**src/rtl/dcache_refill_pkg.sv**
```systemverilog
// Shared widths, FSM encoding and miss payload for the dcache refill engine.
package dcache_refill_pkg;

    localparam int unsigned TAG_WIDTH      = 19;
    localparam int unsigned IDX_WIDTH      = 8;
    localparam int unsigned LINE_WIDTH     = 256;
    localparam int unsigned BUS_WIDTH      = 64;
    localparam int unsigned BEATS          = LINE_WIDTH / BUS_WIDTH;
    localparam int unsigned BEAT_CNT_WIDTH = $clog2(BEATS);
    localparam int unsigned OFF_WIDTH      = $clog2(LINE_WIDTH / 8);
    localparam int unsigned ADDR_WIDTH     = TAG_WIDTH + IDX_WIDTH + OFF_WIDTH;

    typedef enum logic [1:0] {
        S_IDLE  = 2'd0,
        S_REQ   = 2'd1,
        S_RESP  = 2'd2,
        S_WRITE = 2'd3
    } refill_state_e;

    typedef struct packed {
        logic [TAG_WIDTH-1:0] tag;
        logic [IDX_WIDTH-1:0] idx;
    } miss_req_t;

    // Line-aligned bus address of a missing line.
    function automatic logic [ADDR_WIDTH-1:0] line_addr(input miss_req_t m);
        return {m.tag, m.idx, OFF_WIDTH'(0)};
    endfunction

endpackage

```
**src/rtl/dcache_refill_module_line_buf.sv**
```systemverilog
// Beat-indexed assembly buffer: beat 0 lands in the line LSBs.
module dcache_line_buf_module
    import dcache_refill_pkg::*;
(
    input  logic                      clk,
    input  logic                      rst_n,
    input  logic                      we,
    input  logic [BEAT_CNT_WIDTH-1:0] beat_cnt,
    input  logic [BUS_WIDTH-1:0]      beat_dat,
    output logic [LINE_WIDTH-1:0]     line
);

    logic [BEATS-1:0][BUS_WIDTH-1:0] beats_q;

    always_ff @(posedge clk) begin
        if (!rst_n) begin
            beats_q <= '0;
        end else if (we) begin
            beats_q[beat_cnt] <= beat_dat;
        end
    end

    assign line = beats_q;

endmodule

```
**src/rtl/dcache_refill_module.sv**
```systemverilog
// Blocking single-outstanding dcache miss refill engine: bus read, beat assembly, one-cycle line write.
module dcache_refill_module
    import dcache_refill_pkg::*;
(
    input  logic                  clk,
    input  logic                  rst_n,
    input  logic                  i_miss_vld,
    input  logic [TAG_WIDTH-1:0]  i_miss_tag,
    input  logic [IDX_WIDTH-1:0]  i_miss_idx,
    output logic                  o_miss_rdy,
    input  logic                  i_flush,
    output logic                  o_mem_req_vld,
    output logic [ADDR_WIDTH-1:0] o_mem_req_addr,
    input  logic                  i_mem_req_rdy,
    input  logic                  i_mem_resp_vld,
    input  logic [BUS_WIDTH-1:0]  i_mem_resp_dat,
    input  logic                  i_mem_resp_err,
    output logic                  o_dcache_wren,
    output logic [IDX_WIDTH-1:0]  o_dcache_widx,
    output logic [TAG_WIDTH-1:0]  o_dcache_wtag,
    output logic [LINE_WIDTH-1:0] o_dcache_wdat,
    output logic                  o_refill_busy,
    output logic [IDX_WIDTH-1:0]  o_refill_idx,
    output logic                  o_refill_done,
    output logic                  o_refill_err
);

    refill_state_e             state_q, state_d;
    miss_req_t                 miss_q, miss_d;
    logic                      err_q, err_d;
    logic                      kill_q, kill_d;
    logic [BEAT_CNT_WIDTH-1:0] beat_cnt_q, beat_cnt_d;
    logic                      beat_we_c;

    always_ff @(posedge clk) begin
        if (!rst_n) begin
            state_q    <= S_IDLE;
            miss_q     <= '0;
            err_q      <= 1'b0;
            kill_q     <= 1'b0;
            beat_cnt_q <= '0;
        end else begin
            state_q    <= state_d;
            miss_q     <= miss_d;
            err_q      <= err_d;
            kill_q     <= kill_d;
            beat_cnt_q <= beat_cnt_d;
        end
    end

    always_comb begin
        state_d       = state_q;
        miss_d        = miss_q;
        err_d         = err_q;
        kill_d        = kill_q;
        beat_cnt_d    = beat_cnt_q;
        beat_we_c     = 1'b0;
        o_miss_rdy    = 1'b0;
        o_mem_req_vld = 1'b0;
        o_dcache_wren = 1'b0;
        o_refill_done = 1'b0;
        o_refill_err  = 1'b0;

        case (state_q)
            S_IDLE: begin
                o_miss_rdy = 1'b1;
                if (i_miss_vld) begin
                    miss_d.tag = i_miss_tag;
                    miss_d.idx = i_miss_idx;
                    err_d      = 1'b0;
                    kill_d     = 1'b0;
                    beat_cnt_d = '0;
                    state_d    = S_REQ;
                end
            end
            S_REQ: begin
                o_mem_req_vld = 1'b1;
                if (i_mem_req_rdy) begin
                    // Once accepted the bus will return beats; drain them even if flushed.
                    state_d = S_RESP;
                    if (i_flush) begin
                        kill_d = 1'b1;
                    end
                end else if (i_flush) begin
                    state_d = S_IDLE;
                end
            end
            S_RESP: begin
                if (i_flush) begin
                    kill_d = 1'b1;
                end
                if (i_mem_resp_vld) begin
                    beat_we_c  = 1'b1;
                    beat_cnt_d = BEAT_CNT_WIDTH'(beat_cnt_q + 1'b1);
                    err_d      = err_q | i_mem_resp_err;
                    if (beat_cnt_q == BEAT_CNT_WIDTH'(BEATS - 1)) begin
                        state_d = S_WRITE;
                    end
                end
            end
            S_WRITE: begin
                o_dcache_wren = !err_q && !kill_q && !i_flush;
                o_refill_done = !kill_q && !i_flush;
                o_refill_err  = err_q && !kill_q && !i_flush;
                state_d       = S_IDLE;
            end
            default: state_d = S_IDLE;
        endcase
    end

    dcache_line_buf_module u_line_buf (
        .clk      (clk),
        .rst_n    (rst_n),
        .we       (beat_we_c),
        .beat_cnt (beat_cnt_q),
        .beat_dat (i_mem_resp_dat),
        .line     (o_dcache_wdat)
    );

    assign o_mem_req_addr = line_addr(miss_q);
    assign o_dcache_widx  = miss_q.idx;
    assign o_dcache_wtag  = miss_q.tag;
    assign o_refill_busy  = (state_q != S_IDLE);
    assign o_refill_idx   = miss_q.idx;

    // Beats are only legal while a request is outstanding.
    resp_only_in_resp_a: assert property (@(posedge clk) disable iff (!rst_n)
        i_mem_resp_vld |-> (state_q == S_RESP));

endmodule

```
**config.mk**
```make
export PLATFORM = sky130hd
export DESIGN_NAME = dcache_refill_module
export DESIGN_NICKNAME = d
export VERILOG_FILES = /design/src/rtl/dcache_refill_pkg.sv /design/src/rtl/dcache_refill_module_line_buf.sv /design/src/rtl/dcache_refill_module.sv
export SDC_FILE = /design/constraint.sdc
export NUM_CORES = 1
export LEC_CHECK = 0
export ABC_AREA = 1
export CELL_PAD_IN_SITES_DETAIL_PLACEMENT = 0
export CELL_PAD_IN_SITES_GLOBAL_PLACEMENT = 1
export CORE_ASPECT_RATIO = 0.75
export CORE_MARGIN = 4
export CORE_UTILIZATION = 33
export CTS_CLUSTER_DIAMETER = 100
export DETAILED_ROUTE_END_ITERATION = 16
export HOLD_SLACK_MARGIN = 0.05
export PLACE_DENSITY_LB_ADDON = 0.1
export REMOVE_ABC_BUFFERS = 1
export SETUP_SLACK_MARGIN = 0.15
export SYNTH_ARGS = -nofsm -noshare
export SYNTH_HDL_FRONTEND = slang
export SYNTH_SLANG_ARGS = --single-unit
export TNS_END_PERCENT = 30
```
**constraint.sdc**
```tcl
create_clock -name clk -period 3.35 [get_ports clk]
set_input_delay 0.8375 -clock clk [delete_from_list [all_inputs] [get_ports clk]]
set_output_delay 0.8375 -clock clk [all_outputs]
set_load 0.05 [all_outputs]
```
==> metrics <==
outcome completed; CTS tree done; die outline area around 36000 um^2; routed wire length between 40 and 50 mm; Critical path origin state_q[0]$_SDFFE_PN0P_; Worst-path clk slew 60 ps; Static Leak roughly 5.3 nW; Post-synth EDFFs 0; post-DR wirelength/cell just under 20 um; gr usage total between 20% and 30%; pins over their slew limit 0; Async SR Flop Fraction 0%; #FFs+latches synth about 290; share of the synthesized area in the top cell type 52.5%; syn_area_per_cell just over 8 um^2; crit-path cells inv_1 > ha_1 > inv_1 > clkdlybuf4s50_1; Tcrit/Tclk final 90.9%; hpwl dp approximately 28 mm; reg-to-reg critical path startpoint state_q[0]$_SDFFE_PN0P_; Worst EP arrival around 2200 ps; Max FO, Critical Path 6; fin crit period 3050 ps; CORE AREA around 33000 um^2; Clock Path Buffers 3; library cells used by synthesis 23; Initial Util 33.7%; cell seen most often among critical-path stages inv_1; fin cells ~2200; predominant post-synthesis flop cell dfxtp_1; chip width 219 um; final global-route overflow total 0; largest net degree at the start of global routing 80; Seq/Total Area, Yosys 52.5%; initial antenna violation count 2; vias in the first global route roughly 10000; area delta synth->final 45.6%; setup ws final between 300 and 400 ps; I/O pins around 430; Final Power 9.88 mW; total number of vias 10572; CTS Buf Count 31; antenna viol nets, final 0; dpl cells roughly 2100; routability cong. between 0.8 and 0.9; Worst-Skew Late Latency ~550 ps; Die Y-Extent 166 um; Power per Cell Area around 620 nW/um^2; Synth Cell Area between 10000 and 15000 um^2; CP endpoint kind primary output; Hold Path Class flop to flop; cell row count between 50 and 60; Synth area leaders dfxtp_1 53%, a21oi_1 12%, nand3_1 12%, nand2_1 9.2%, buf_4 2.9%; Cells after Synth ~1400; Worst-Margin Slew between 900 and 1000 ps; Hold WS 458 ps; unrepaired setup endpoints after global routing false; fin nets between 1500 and 2000; Layout fillers ~3200; Util after Layout between 40% and 50%; register area around 5800 um^2; Worst slew margin between 30% and 40%; Max Fclk between 0.3 and 0.4 GHz; H-tree depth 1; Setup Viol. Count Final 0; top cells by count, synth 289 x dfxtp_1, 270 x nand2_1, 262 x a21oi_1; number of port buffers between 400 and 500; CTS sink count 289; setup repair bufs after CTS 0; Root Buffer clkbuf_16; post-route DRC violation count 0; detailed-route vias per instance ~4.9; Pre-Repair DR Iteration Count 5; Gates resized, CTS repair 0; layout cell share with drive strength beyond 1 under 10%; Worst EP required between 2000 and 3000 ps; Fin. Hold Viols 0; Iteration-0 DRC Markers approximately 800; VDD IR-drop max slightly below 400 uV; slowest stage delay, CP 810 ps; max cap viols 0; hold-fix buffers at CTS 0; min-delay src u_line_buf.line[129]$_SDFFE_PN0P_; dpl ws about 640 ps; clock skew about 8 ps; area leader, netlist dfxtp_1; count leader, synth dfxtp_1; area occupied by multi-input gates 4210 um^2; slowest cell on the critical path clkdlybuf4s50_1; Warnings, synthesis 0; first-pass GRT wire length 64.8 mm; nature of the critical path startpoint flop; Setup CP Type flop to primary output
flip-flops by register name (all words and copies together) (netlist names), named ones only:
register         flops
kill_q               1
state_q              1
u_line_buf.line    256
beat_cnt_q           2
o_dcache_wtag       19
err_q                1
o_dcache_widx        8
logic make-up (layout without fill, tap and decap cells):
kind of cell,Yosys count,in the layout,share of synthesized area [%]
AO/OA/AOI/OAI,295,295,13.4
adder cells (fa/ha/maj),8,8,0.909
buffers and inverters,175,516,9.67
flip-flops,289,289,52.5
other,1,6,0.0340
AND/OR/NAND/NOR,598,598,23.4
per-layer routing:
metal  track usage [%]  wire [um]  up-vias
li1                  -          -     5171
met1              29.7      18700     5061
met2              35.0      19200      290
met3              7.33       3520       50
met4              4.53        860        0
met5                 0          0        -
worst max-delay path, delay by kind of cell, from the launching register on:
family,cells,cell delay (ps)
flops,1,420
buf+inv,3,970
fa+ha+maj,1,270
layout by cell type (no fill, tap or decap), types with 3 or more instances in the layout:
master	n
clkdlybuf4s50_1	418
dfxtp_1	289
nand2_1	270
a21oi_1	262
nand3_1	258
nor2_1	64
clkbuf_16	31
o21ai_0	29
buf_4	24
inv_1	16
clkbuf_1	10
clkbuf_8	8
nand2_2	5
conb_1	5
ha_1	4
buf_12	4
o21ai_1	3
worst paths after layout:
kind	end	slack, ps	depth (start not counted)
max	o_refill_busy	300	4
min	u_line_buf.line[129]$_SDFFE_PN0P_	460	2
max reg2reg	u_line_buf.line[212]$_SDFFE_PN0P_	1170	7
min reg2reg	u_line_buf.line[129]$_SDFFE_PN0P_	460	2
per-stage QoR:
step	setup TNS, ps	area [um^2]
4_1_cts	0	16000
3_5_place_dp	0	15100
6_report	0	16000
2_1_floorplan	-461770	10000
5_1_grt	0	16000
3_3_place_gp	0	15100
report_power, final:
group	leakage (nW)	total, mW	switching, mW	internal (mW)
Clock	0.469	3.29	1.36	1.93
Combinational	2.47	2.81	1.99	0.822
Sequential	2.34	3.77	0.146	3.63
Total	5.27	9.88	3.50	6.38
area by class of cell:
cell class,count,share of cell area [%]
clock inverter,2,0.218
inverter,19,0.523
timing repair buffer,446,27.7
tap,442,3.45
antenna,1,0.0156
clock buffer,49,5.76
multi-input combinational,906,26.3
sequential,289,36.1
Power figures use the tool's default switching activity.
